<file path="src/rtl/branch_resolve_unit.sv">
// Branch resolve unit: resolves conditional branches, jumps, set-less-than
// and trap/return redirects, queueing results in an in-order FIFO toward
// commit. Also keeps saturating branch / mispredict counters.

package branch_resolve_pkg;
  typedef enum logic [3:0] {
    CMD_BEQ    = 4'd0,
    CMD_BNE    = 4'd1,
    CMD_BLT    = 4'd2,
    CMD_BGE    = 4'd3,
    CMD_BLTU   = 4'd4,
    CMD_BGEU   = 4'd5,
    CMD_JAL    = 4'd6,
    CMD_JALR   = 4'd7,
    CMD_SLT    = 4'd8,
    CMD_SLTU   = 4'd9,
    CMD_ECALL  = 4'd10,
    CMD_EBREAK = 4'd11,
    CMD_MRET   = 4'd12
  } alu_commands_t;

  // Microcode entry points for trap / return redirects.
  localparam logic [31:0] IF_ECALL_UCODE  = 32'h8000_0000;
  localparam logic [31:0] IF_EBREAK_UCODE = 32'h8000_0040;
  localparam logic [31:0] IF_MRET_UCODE   = 32'h8000_0080;
endpackage

module branch_resolve_unit
  import branch_resolve_pkg::*;
#(
  parameter int XLEN       = 32,
  parameter int REG_ADDR_W = 5,
  parameter int TAG_W      = 4,
  parameter int DEPTH      = 4,
  parameter int CNT_W      = 32,
  parameter int C_EXT      = 0,
  parameter int INC        = 4
) (
  input  logic                          clk,
  input  logic                          rst,
  input  logic                          in_valid,
  output logic                          in_ready,
  input  alu_commands_t                 cmd,
  input  logic [XLEN-1:0]               arg0,
  input  logic [XLEN-1:0]               arg1,
  input  logic [XLEN-1:0]               addr,
  input  logic [XLEN-1:0]               imm,
  input  logic [REG_ADDR_W-1:0]         i_rd,
  input  logic [TAG_W-1:0]              i_tag,
  input  logic                          predict_in,
  output logic                          out_valid,
  input  logic                          out_ready,
  output logic [XLEN-1:0]               res,
  output logic [XLEN-1:0]               jmp,
  output logic [REG_ADDR_W-1:0]         o_rd,
  output logic [TAG_W-1:0]              o_tag,
  output logic                          taken,
  output logic                          mispredict,
  output logic                          err_illegal,
  output logic                          err_misalign,
  input  logic                          flush,
  input  logic                          cnt_clr,
  output logic [CNT_W-1:0]              branch_cnt,
  output logic [CNT_W-1:0]              mispredict_cnt,
  output logic [$clog2(DEPTH+1)-1:0]    occupancy
);

  localparam int OCC_W = $clog2(DEPTH + 1);
  localparam int PTR_W = (DEPTH > 1) ? $clog2(DEPTH) : 1;

  typedef struct packed {
    logic [XLEN-1:0]       res;
    logic [XLEN-1:0]       jmp;
    logic [REG_ADDR_W-1:0] rd;
    logic [TAG_W-1:0]      tag;
    logic                  taken;
    logic                  mispredict;
    logic                  err_illegal;
    logic                  err_misalign;
  } entry_t;

  entry_t           comp;
  entry_t           head;
  entry_t           mem [DEPTH];
  logic             is_branch;
  logic             is_jump;
  logic             cond;
  logic [XLEN-1:0]  target_rel;
  logic [XLEN-1:0]  target_jalr;
  logic [XLEN-1:0]  fall;
  logic [PTR_W-1:0] wr_ptr;
  logic [PTR_W-1:0] rd_ptr;
  logic [OCC_W-1:0] occ;
  logic             push;
  logic             pop;

  function automatic logic [PTR_W-1:0] bump(input logic [PTR_W-1:0] p);
    return (p == PTR_W'(DEPTH - 1)) ? '0 : p + PTR_W'(1);
  endfunction

  assign in_ready  = (occ < OCC_W'(DEPTH)) && !flush;
  assign out_valid = (occ != '0);
  assign push      = in_valid && in_ready;
  assign pop       = out_valid && out_ready;
  assign occupancy = occ;

  // Resolve the presented operation into a FIFO entry.
  always_comb begin
    comp        = '0;
    comp.tag    = i_tag;
    is_branch   = 1'b0;
    is_jump     = 1'b0;
    cond        = 1'b0;
    target_rel  = addr + imm;
    target_jalr = (arg0 + imm) & ~XLEN'(1);
    fall        = addr + XLEN'(INC);
    case (cmd)
      CMD_BEQ:  begin is_branch = 1'b1; cond = (arg0 == arg1); end
      CMD_BNE:  begin is_branch = 1'b1; cond = (arg0 != arg1); end
      CMD_BLT:  begin is_branch = 1'b1; cond = ($signed(arg0) <  $signed(arg1)); end
      CMD_BGE:  begin is_branch = 1'b1; cond = ($signed(arg0) >= $signed(arg1)); end
      CMD_BLTU: begin is_branch = 1'b1; cond = (arg0 <  arg1); end
      CMD_BGEU: begin is_branch = 1'b1; cond = (arg0 >= arg1); end
      CMD_JAL: begin
        is_jump         = 1'b1;
        comp.taken      = 1'b1;
        comp.jmp        = target_rel;
        comp.res        = fall;
        comp.rd         = i_rd;
        comp.mispredict = !predict_in;
      end
      CMD_JALR: begin
        is_jump         = 1'b1;
        comp.taken      = 1'b1;
        comp.jmp        = target_jalr;
        comp.res        = fall;
        comp.rd         = i_rd;
        comp.mispredict = 1'b1;
      end
      CMD_SLT: begin
        comp.res = XLEN'($signed(arg0) < $signed(arg1));
        comp.rd  = i_rd;
      end
      CMD_SLTU: begin
        comp.res = XLEN'(arg0 < arg1);
        comp.rd  = i_rd;
      end
      CMD_ECALL, CMD_EBREAK, CMD_MRET: begin
        comp.taken      = 1'b1;
        comp.mispredict = 1'b1;
        comp.jmp        = (cmd == CMD_ECALL)  ? XLEN'(IF_ECALL_UCODE) :
                          (cmd == CMD_EBREAK) ? XLEN'(IF_EBREAK_UCODE) :
                                                XLEN'(IF_MRET_UCODE);
      end
      default: comp.err_illegal = 1'b1;
    endcase
    if (is_branch) begin
      comp.taken      = cond;
      comp.jmp        = cond ? target_rel : fall;
      comp.mispredict = cond ^ predict_in;
    end
    // A taken jmp equals the target; a misaligned one must not redirect.
    if ((is_branch || is_jump) && comp.taken &&
        ((C_EXT != 0) ? comp.jmp[0] : (comp.jmp[1:0] != 2'b00))) begin
      comp.err_misalign = 1'b1;
      comp.mispredict   = 1'b0;
    end
  end

  // FIFO storage write at the tail; no reset needed, head is masked when empty.
  always_ff @(posedge clk) begin
    if (push) mem[wr_ptr] <= comp;
  end

  // Head outputs read zero whenever the FIFO is empty.
  always_comb begin
    head = out_valid ? mem[rd_ptr] : '0;
  end

  assign res          = head.res;
  assign jmp          = head.jmp;
  assign o_rd         = head.rd;
  assign o_tag        = head.tag;
  assign taken        = head.taken;
  assign mispredict   = head.mispredict;
  assign err_illegal  = head.err_illegal;
  assign err_misalign = head.err_misalign;

  // FIFO pointers and fill level; flush beats push and pop.
  always_ff @(posedge clk or posedge rst) begin
    if (rst) begin
      wr_ptr <= '0;
      rd_ptr <= '0;
      occ    <= '0;
    end else if (flush) begin
      wr_ptr <= '0;
      rd_ptr <= '0;
      occ    <= '0;
    end else begin
      if (push) wr_ptr <= bump(wr_ptr);
      if (pop)  rd_ptr <= bump(rd_ptr);
      if (push && !pop)      occ <= occ + OCC_W'(1);
      else if (pop && !push) occ <= occ - OCC_W'(1);
    end
  end

  // Saturating performance counters, updated at accept time.
  always_ff @(posedge clk or posedge rst) begin
    if (rst) begin
      branch_cnt     <= '0;
      mispredict_cnt <= '0;
    end else if (cnt_clr) begin
      branch_cnt     <= '0;
      mispredict_cnt <= '0;
    end else begin
      if (push && is_branch && (branch_cnt != '1))
        branch_cnt <= branch_cnt + CNT_W'(1);
      if (push && comp.mispredict && (mispredict_cnt != '1))
        mispredict_cnt <= mispredict_cnt + CNT_W'(1);
    end
  end

endmodule

</file>
<file path="config.mk">
export PLATFORM = sky130hd
export DESIGN_NAME = branch_resolve_unit
export DESIGN_NICKNAME = d
export VERILOG_FILES = /design/src/rtl/branch_resolve_unit.sv
export SDC_FILE = /design/constraint.sdc
export NUM_CORES = 1
export LEC_CHECK = 0
export CAP_MARGIN = 20
export CORE_MARGIN = 5
export CORE_UTILIZATION = 40
export DETAILED_ROUTE_END_ITERATION = 10
export HOLD_SLACK_MARGIN = 0.1
export PLACE_DENSITY = 0.61
export SLEW_MARGIN = 40
export SYNTH_ARGS = -nofsm -noshare
export SYNTH_HDL_FRONTEND = slang
export SYNTH_SLANG_ARGS = --single-unit
</file>
<file path="constraint.sdc">
create_clock -name clk -period 2.78 [get_ports clk]
set_input_delay 0.556 -clock clk [delete_from_list [all_inputs] [get_ports clk]]
set_output_delay 0.556 -clock clk [all_outputs]
set_load 0.03 [all_outputs]
</file>
==> metrics.cfg, run 1 <==
[power]
p_total_uw=21500
leakage_uw=0.0122
power.density_nw_per_um2=698
vdd_drop_max_mv=0.634

[timing]
setup_viol_count_final=255
final.setup_skew_ns=0.0224
max_slew_margin_pct=41.7
fin_tns_setup_ns=-117.80
slew_violations=0
rsz0062_at_grt=yes
worstMarginPinSlew_ns=0.875
min_period_over_period_pct=132
layout_setup_ws_ns=-0.881
fmax_mhz=273
hold_viol=0
fin_crit_ns=3.66

[synthesis]
synth.most_common_cell=edfxtp_1
synth_simple_gate_area_share_pct=13.7
synthCells=1667
synth_adder_area_share_pct=6.44
avgSynthCellArea_um2=12.3
synthMuxAreaShare_pct=9.06
yosysWarningCount=0
synth_compound_area_share_pct=9.92
synth_top_cell_by_area=edfxtp_1
synth-seq-cells=379
synthTopCellsByArea=edfxtp_1 (45%), dfrtp_1 (8.6%), mux4_2 (8.4%), ha_1 (6.1%), xor2_1 (2.9%)
synth_flop_cell=edfxtp_1
ys_top_cells_by_count=edfxtp_1 (308), nor2_1 (138), ha_1 (101)
yosysTopAreaCellShare_pct=45.0
synth_top_family_by_area=simple AND/OR/NAND/NOR gates
synth-edff-count=308
synth_nets=1919
ys_types=69
seq_area_frac_synth_pct=53.6
syn-cell-area_um2=20600
synth_xor_area_share_pct=4.90
ys_async_sr_fraction_pct=18.7

[route]
drt_iter0_drc=1030
ant_nets=0
via_count=16700
wl_um=64800
wl_per_cell_um=20.7
drc=0
dr.pass1.iters=5
vias_per_cell=5.32

[cells_and_area]
finalInstanceArea_um2=30800
nFillCells=4100
syn2layout_area_growth_pct=49.8
nets=2674
drive_above_1_share_pct=38.5

[global_routing]
antenna_found_initial=5
grt_overflow_total=0
grt_use_total_pct=22.8
first_global_vias=17400
grt_max_degree=56
grt_first_pass_wirelength_um=101000

[placed_design]
dp_hpwl_um=47700
port_buffers=293
gp_congestion=0.911
placed_cell_area_um2=27600
dp_slack_ns=-1.88

[worst_setup_path]
start_kind=primary input
arrival_ns=3.93
critPathSlowestCell=or4_4
path_max_fanout=5
crit_type=in2reg
cpMostUsedCell=buf_4
endpoint_kind=flop
slowest_delay_ns=0.53
path_cells=buf_8, ha_4, nand4_1, or4_4, a21o_1, a31oi_4, buf_4, nor4_2, o21a_2, or3_4, buf_12, nand2_8, buf_4, buf_4, nor2_1, a211o_1
required_ns=3.05

[floorplanning]
pin_count=294
fp.coreArea_um2=51100
die_h_um=237
die-width_um=237
rows=83
initial_core_util_pct=40.3
die_area_um2=56100

[clocking]
htree_levels=2
root_buffer=clkbuf_16
cts_buffers=42
clkLatencyLatePin_ns=0.56
clk_pin_slew_ns=0.05
cts_buffer_depth=3
ctsHoldBuffers=0
clock_sinks=379
cts_tree=built

[job]
maxCapViolCount=0

[outcome]
outcome=finished with violations
failed_checks=negative setup slack

[worst_hold_path]
hold_path_class=in2async

==> placed cells by master (no fill, tap or decap), types with 8 or more instances in the layout <==
cell	instances
a21o_1	37
a21oi_1	72
a21oi_2	14
a31o_2	8
and2_1	69
and2_4	20
and3_1	29
and4_1	9
buf_12	21
buf_16	10
buf_2	14
buf_4	484
buf_6	38
clkbuf_16	45
clkdlybuf4s15_1	13
clkdlybuf4s15_2	13
clkdlybuf4s50_1	128
clkinv_2	11
dfrtp_1	69
dlygate4sd2_1	50
edfxtp_1	308
ha_1	67
ha_4	29
inv_1	36
inv_2	20
mux4_2	77
nand2_1	95
nand2b_1	10
nand3_1	50
nand4_1	22
nor2_1	134
nor2b_1	21
nor3_1	11
o21a_1	12
o21ai_0	41
o21ai_1	14
o221ai_4	17
or3_1	14
xnor2_1	47
xor2_1	65
==> state kept, by name (all words and copies together) (netlist names) <==
| name | flops |
|---|---|
| branch_cnt | 32 |
| mem | 308 |
| mispredict_cnt | 32 |
| occupancy | 3 |
| rd_ptr | 2 |
| wr_ptr | 2 |
==> kinds of logic (layout without fill, tap and decap cells) <==
kind of cell,after synthesis,in the layout
buf+inv,128,914
xor+xnor,115,115
other cells,0,3
mux,89,89
simple gates,547,548
flops,379,379
compound gates,305,305
fa+ha+maj,104,104
==> where the power goes <==
group	total [µW]	switching [µW]	leakage (µW)	internal, µW
combinational	9240	5040	0.00774	4200
clock	5520	2200	0.000686	3320
sequential	6760	127	0.00383	6630
==> worst paths after layout <==
kind / startpoint / to / slack, ns / cells after the start
setup / recovery: arg0[13] / mem[3][43]$_DFFE_PP_ / -0.88 / 16
hold / removal: rst / branch_cnt[21]$_DFFE_PP0P_ / 0.38 / 2
setup reg to reg: mispredict_cnt[14]$_DFFE_PP0P_ / mispredict_cnt[8]$_DFFE_PP0P_ / -0.28 / 13
hold reg to reg: branch_cnt[17]$_DFFE_PP0P_ / branch_cnt[17]$_DFFE_PP0P_ / 0.57 / 2
max in group asynchronous: rst / rd_ptr[1]$_DFFE_PP0P_ / 1.78 / 3
min in group clk: branch_cnt[17]$_DFFE_PP0P_ / branch_cnt[17]$_DFFE_PP0P_ / 0.57 / 2
==> critical path: cells and delay by family <==
family | cells | cell delay, ns
compound gates | 4 | 1.03
buf+inv | 5 | 0.71
simple gates | 6 | 1.37
fa+ha+maj | 1 | 0.25
==> area by class of cell <==
class                      count  area, µm²  share of cell area [%]
timing repair buffer         775       6890                    22.4
tap                          680        851                    2.76
antenna                        3       7.51                  0.0244
clock buffer                  49       1140                    3.70
clock inverter                27        248                   0.804
sequential                   379      11000                    35.8
multi-input combinational   1161      10400                    33.7
inverter                      63        267                   0.865
==> metrics by stage <==
| stage | hold slack [ns] | cells | utilization [%] |
|---|---|---|---|
| 2_1_floorplan | 0.565 | 1667 | - |
| 3_3_place_gp | 0.538 | 2992 | 53.9 |
| 3_5_place_dp | 0.557 | 2992 | 53.9 |
| 4_1_cts | 0.367 | 3133 | 59.9 |
| 5_1_grt | 0.416 | 3135 | 60.3 |
| 6_report | 0.380 | 3137 | 60.3 |
==> routing by layer <==
| layer | share of wire (%) | vias to the layer above | global-route usage, % | routed length (µm) |
|---|---|---|---|---|
| li1 | - | 7844 | - | - |
| met1 | 43 | 8266 | 31.5 | 27900 |
| met2 | 48 | 469 | 37.8 | 31400 |
| met3 | 5.9 | 97 | 4.06 | 3820 |
| met4 | 2.5 | 6 | 5.56 | 1620 |
| met5 | 0.052 | - | 0 | 34 |
==> what timing repair did <==
| action | 4_1_cts | 5_1_grt |
|---|---|---|
| gates cloned | 10 | 0 |
| buffers inserted | 56 | 1 |
| resized for setup | 425 | 49 |
| pin swaps | 83 | 21 |
| setup endpoints to repair | 270 | 287 |
(Power assumes the default switching activity.)
==> run 2, diff against run 1 <==
--- a/config.mk
+++ b/config.mk
@@ -9,6 +9,7 @@
 export CORE_MARGIN = 5
 export CORE_UTILIZATION = 40
 export DETAILED_ROUTE_END_ITERATION = 10
+export GPL_TIMING_DRIVEN = 1
 export HOLD_SLACK_MARGIN = 0.1
 export PLACE_DENSITY = 0.61
 export SLEW_MARGIN = 40
==> results of run 2 <==
No change in the layout: final DEF, timing and power equal those of run 1.
==> run 3, diff against run 2 <==
--- a/config.mk
+++ b/config.mk
@@ -12,6 +12,7 @@
 export GPL_TIMING_DRIVEN = 1
 export HOLD_SLACK_MARGIN = 0.1
 export PLACE_DENSITY = 0.61
+export RECOVER_POWER = 50
 export SLEW_MARGIN = 40
 export SYNTH_ARGS = -nofsm -noshare
 export SYNTH_HDL_FRONTEND = slang
==> metrics.cfg, run 3 (synthesis gave the netlist of run 1 again) <==
[outcome]
outcome=finished with violations
failed_checks=negative setup slack

[timing]
layout_setup_ws_ns=-0.891  ; -0.00931 ns
worstMarginPinSlew_ns=1.06  ; +0.181 ns
whs_ns=0.567  ; +0.187 ns
setup_viol_count_final=273  ; +7.1%
slew_violations=0  ; unchanged
max_slew_margin_pct=29.6  ; -12 points
min_period_over_period_pct=132  ; +0.33 points
hold_viol=0  ; unchanged
final.setup_skew_ns=0.0225  ; +0.000129 ns
rsz0062_at_grt=yes
fin_tns_setup_ns=-122.23  ; -4.43 ns
fin_crit_ns=3.67  ; +0.00931 ns
fmax_mhz=272  ; -0.25%

[cells_and_area]
largest-register=mem
nets=2674  ; unchanged
layout_top_registers=mem x308, branch_cnt x32, mispredict_cnt x32
finalNonFillerCells=3136  ; -0.032%
largest_reg_flops=308  ; unchanged
final_cell_mix=buf_4 (471), edfxtp_1 (308), nor2_1 (134)
drive_above_1_share_pct=37.9  ; -0.61 points
final_common_cell=buf_4
syn2layout_area_growth_pct=49.0

[global_routing]
grt_use_total_pct=22.8  ; unchanged
first_global_vias=17400  ; unchanged
antenna_found_initial=5  ; unchanged
grt_overflow_total=0  ; unchanged
grt_max_degree=56  ; unchanged
grt_first_pass_wirelength_um=101000  ; unchanged

[worst_setup_path]
worstPathBufferInverterCount=5  ; unchanged
required_ns=3.05  ; about the same
reg2reg_slack_ns=-0.27  ; about the same
critPathSlowestCell=or4_4
reg2reg_to=mispredict_cnt[10]$_DFFE_PP0P_
arrival_ns=3.94  ; about the same
start_kind=primary input
r2r_cells=13  ; unchanged
cpLargestDelayFamily=simple AND/OR/NAND/NOR gates
crit_type=in2reg
slowest_delay_ns=0.52  ; about the same
r2r-start=mispredict_cnt[14]$_DFFE_PP0P_
cpMostUsedCell=buf_4
cp.depth=16  ; unchanged
startpoint=arg0[13]
path_max_fanout=5  ; unchanged
path_cells=buf_8, ha_4, nand4_1, or4_4, a21o_1, a31oi_4, buf_4, nor4_2, o21a_2, or3_4, buf_12, nand2_8, buf_4, buf_4, nor2_1, a211o_1
endpoint_kind=flop

[worst_hold_path]
hold_path_class=reg2reg
min_delay_worst_endpoint=branch_cnt[25]$_DFFE_PP0P_
hold_depth=2
hp-start=branch_cnt[25]$_DFFE_PP0P_

[clocking]
clock_sinks=379  ; unchanged
htree_levels=2  ; unchanged
clkLatencyLatePin_ns=0.55  ; about the same
root_buffer=clkbuf_16
cts_buffers=42  ; unchanged
cts_buffer_depth=3  ; unchanged
cts_tree=built
clk_pin_slew_ns=0.05  ; about the same

[floorplanning]
fp.coreArea_um2=51100  ; unchanged
die_h_um=237  ; unchanged
die-width_um=237  ; unchanged
pin_count=294  ; unchanged
die_area_um2=56100  ; unchanged
initial_core_util_pct=40.3  ; unchanged
rows=83  ; unchanged

[power]
vdd_drop_max_mv=0.635  ; +0.12%
clkPwrFrac_pct=25.8  ; +0.2 points
seqPwrFrac_pct=31.6  ; +0.2 points
power.internal_uw=14100  ; -0.59%
netSwitchingFraction_pct=34.4  ; +0.10 points
p_sw_uw=7360  ; -0.14%
combinationalPowerShare_pct=42.7  ; -0.3 points
p_total_uw=21400  ; -0.44%
leakage_uw=0.0122  ; -0.49%
power.density_nw_per_um2=699  ; +0.12%

[route]
wl_per_cell_um=20.6  ; -0.21%
drt_iter0_drc=1074  ; +4.3%
drc=0  ; unchanged
via_count=16700  ; +0.096%
ant_nets=0  ; unchanged
dr.pass1.iters=5  ; unchanged
vias_per_cell=5.32  ; +0.13%
wl_um=64600  ; -0.24%

[placed_design]
place_inst=2992  ; unchanged
port_buffers=293  ; unchanged
gp_congestion=0.911  ; unchanged
dp_hpwl_um=47700  ; unchanged
dp_slack_ns=-1.88  ; unchanged

[job]
maxCapViolCount=0  ; unchanged

run 3: what timing repair did:
| item | in CTS | in global routing |
|---|---|---|
| buffers inserted | 56 | 1 |
| hold endpoints to repair | 0 | 0 |
| resized for setup | 425 | 49 |
| pin swaps | 83 | 21 |
| hold buffers | 0 | 0 |
| setup endpoints to repair | 270 | 287 |
| gates cloned | 10 | 0 |
run 3: worst max path at each step:
stage	endpoint	slack, ns
3_3_place_gp	mispredict_cnt[21]$_DFFE_PP0P_	-1.79
6_report	mem[3][43]$_DFFE_PP_	-0.89
2_1_floorplan	mispredict_cnt[23]$_DFFE_PP0P_	-0.97
5_1_grt	mispredict_cnt[23]$_DFFE_PP0P_	-1.02
4_1_cts	mispredict_cnt[10]$_DFFE_PP0P_	-0.81
3_5_place_dp	mispredict_cnt[21]$_DFFE_PP0P_	-1.88
run 3: final cells by class:
| class | count | area [µm²] |
|---|---|---|
| Antenna cell | 2 | 5.00 |
| Clock buffer | 49 | 1140 |
| Clock inverter | 27 | 248 |
| Fill cell | 4127 | 20400 |
| Inverter | 63 | 267 |
| Multi-Input combinational cell | 1161 | 10400 |
| Sequential cell | 379 | 11000 |
| Tap cell | 680 | 851 |
| Timing Repair Buffer | 775 | 6740 |
run 3: routing by layer:
| metal | GRT usage (%) | vias to the layer above | routed length, µm | share of wire [%] |
|---|---|---|---|---|
| met5 | 0 | - | 34 | 0.053 |
| met4 | 5.56 | 6 | 1590 | 2.5 |
| met3 | 4.06 | 91 | 3860 | 6.0 |
| met2 | 37.8 | 498 | 31500 | 49 |
| met1 | 31.5 | 8256 | 27600 | 43 |
| li1 | - | 7847 | - | - |
run 3: power groups by stage:
stage | logic (µW) | clock network [µW] | registers, µW
2_1_floorplan | 4560 | 0 | 6860
3_3_place_gp | 8160 | 0 | 6850
3_5_place_dp | 8230 | 0 | 6870
4_1_cts | 9240 | 5630 | 6760
5_1_grt | 9690 | 5890 | 6790
6_report | 9140 | 5520 | 6760
run 3: worst register-to-register path, cell delays in order, from the launching register on:
cell and delay [ns]:
dfrtp_1 0.38, and4_1 0.21, and3_1 0.23, nand4_1 0.16
nor2_1 0.09, nand4_1 0.12, nor2_1 0.07, and4_1 0.21
a31oi_1 0.52, nand3_4 0.23, buf_12 0.20, buf_6 0.12
or3_4 0.32, a21oi_2 0.12
run 3: through the flow:
step                      cell area [µm²]  utilization [%]
after global placement              27600             53.9
after floorplan                     20900                -
final                               30600             60.0
after CTS                           30600             59.9
after global routing                30600             60.0
after detailed placement            27600             53.9
==> edit, RTL diff (flow settings as in run 1) <==
Make the reset (`rst`) synchronous in 2 clocked blocks.
--- a/src/rtl/branch_resolve_unit.sv
+++ b/src/rtl/branch_resolve_unit.sv
@@ -189,3 +189,3 @@
   // FIFO pointers and fill level; flush beats push and pop.
-  always_ff @(posedge clk or posedge rst) begin
+  always_ff @(posedge clk) begin
     if (rst) begin
@@ -207,3 +207,3 @@
   // Saturating performance counters, updated at accept time.
-  always_ff @(posedge clk or posedge rst) begin
+  always_ff @(posedge clk) begin
     if (rst) begin
Formal check against the unedited RTL: not equivalent (a bounded check fails within 4 cycles, from zero or initial values and one cycle with rst high; the reset may be asserted at any time).
==> edit against run 1 <==
- the run still ends with setup timing left
- setup slack improved by 45 ps
- area after synthesis is 1.4% lower
- hold slack gained 110 ps
- global-route usage up 0.56 points
- routed wire length grew 3.1%
- fmax rose by 1.2%
- clock skew decreased by 12 ps
- sequential cell count grew 2
- design area up 0.76%
Power is not compared: it rests on default switching activity, and its combinational part moved more than twofold at a synthesized area within 25%.
==> edit: results (changes against run 1) <==
Final layout
  – Signal buf overhead: 21.6% (was 22.4%)
  – Layout Nets: 2,635 (was 2,674)
  – Fillers: 3,917 (was 4,100)
  – Layout cell share with drive strength beyond 1: 42.6% (was 38.5%)
  – Fin util: 61.9% (was 60.3%)

Worst hold path
  – Hold crit path type: register to register (was primary input to async pin)

Run status
  – Status: finished, violations left (unchanged)
  – Failing checks: setup timing (unchanged)

Timing
  – Setup TNS Final: -78,940 ps (was -117,800 ps)
  – Final Skew: 10.4 ps (was 22.4 ps)
  – Setup-failing EPs final: 168 (was 255)
  – Slew @ Worst Pin: 588 ps (was 875 ps)
  – Post-route setup slack: -836 ps (was -881 ps)

Yosys
  – Xor and xnor fraction of the mapped netlist area: 4.71% (was 4.90%)
  – Largest cells by area after synthesis: edfxtp_1 46%, mux4_2 8.6%, dfxtp_1 7.2%, ha_1 6.3%, and2_1 2.7% (was edfxtp_1 45%, dfrtp_1 8.6%, mux4_2 8.4%, ha_1 6.1%, xor2_1 2.9%)
  – Post-synthesis cell type count: 70 (was 69)
  – Sequential fraction of the synthesis area: 52.8% (was 53.6%)
  – Compound-cell area share of the yosys netlist: 10.4% (was 9.92%)
  – Synth cell count leaders: 308 x edfxtp_1, 124 x nor2_1, 102 x ha_1, 98 x nand2_1, 90 x a21oi_1 (was 308 x edfxtp_1, 138 x nor2_1, 101 x ha_1, 98 x nand2_1, 89 x and2_1)
  – Multiplexer share of the synthesized area: 9.25% (was 9.06%)

GRT
  – Met2 usage: 40.0% (was 37.8%)
  – First-pass GRT wire length: 102,000 um (was 101,000 um)

Clocking
  – CTS Buf Count: 41 (was 42)

Place
  – Placed instance area: 27,000 um^2 (was 27,600 um^2)
  – Pre-CTS setup slack: -1870 ps (was -1880 ps)

Critical path
  – CP endpoint: mispredict_cnt[0] (was mem[3][43])
  – Crit-path slowest cell: a2111o_1 (was or4_4)
  – Worst r2r path cells: 11 (was 13)
==> edit: cell types whose count changed in the layout (fill, tap and decap cells not counted), sizes merged, moves of 9 or more <==
cell / delta
nor2: -12
dlygate4sd2: -31
dfxtp: +73
mux2i: +9
dfrtp: -71
clkinv: -11
clkbuf: +18
o21ai: -13
==> edit: worst max-delay path, delay by kind of cell <==
family          cells  cell delay, ps
fa+ha+maj           1             240
buf+inv             4             580
compound gates      8            2060
simple gates        3             650
==> edit: metrics by stage <==
stage | std cells | hold slack, ps
after floorplan | 1661 | 454
after global placement | 2927 | 454
after detailed placement | 2927 | 482
after CTS | 3070 | 491
after global routing | 3086 | 510
final | 3087 | 490
==> edit: timing repair <==
item / CTS / global route
endpoints found under the setup margin: 281 / 251
gates cloned: 12 / 0
resized for setup: 612 / 214
buffers inserted: 63 / 23
pin swaps: 147 / 57
==> edit: layer usage <==
metal / share of wire [%] / vias up
met5: 0.14 / -
met4: 2.3 / 18
met3: 6.3 / 112
met2: 50 / 447
met1: 42 / 8286
li1: - / 7799
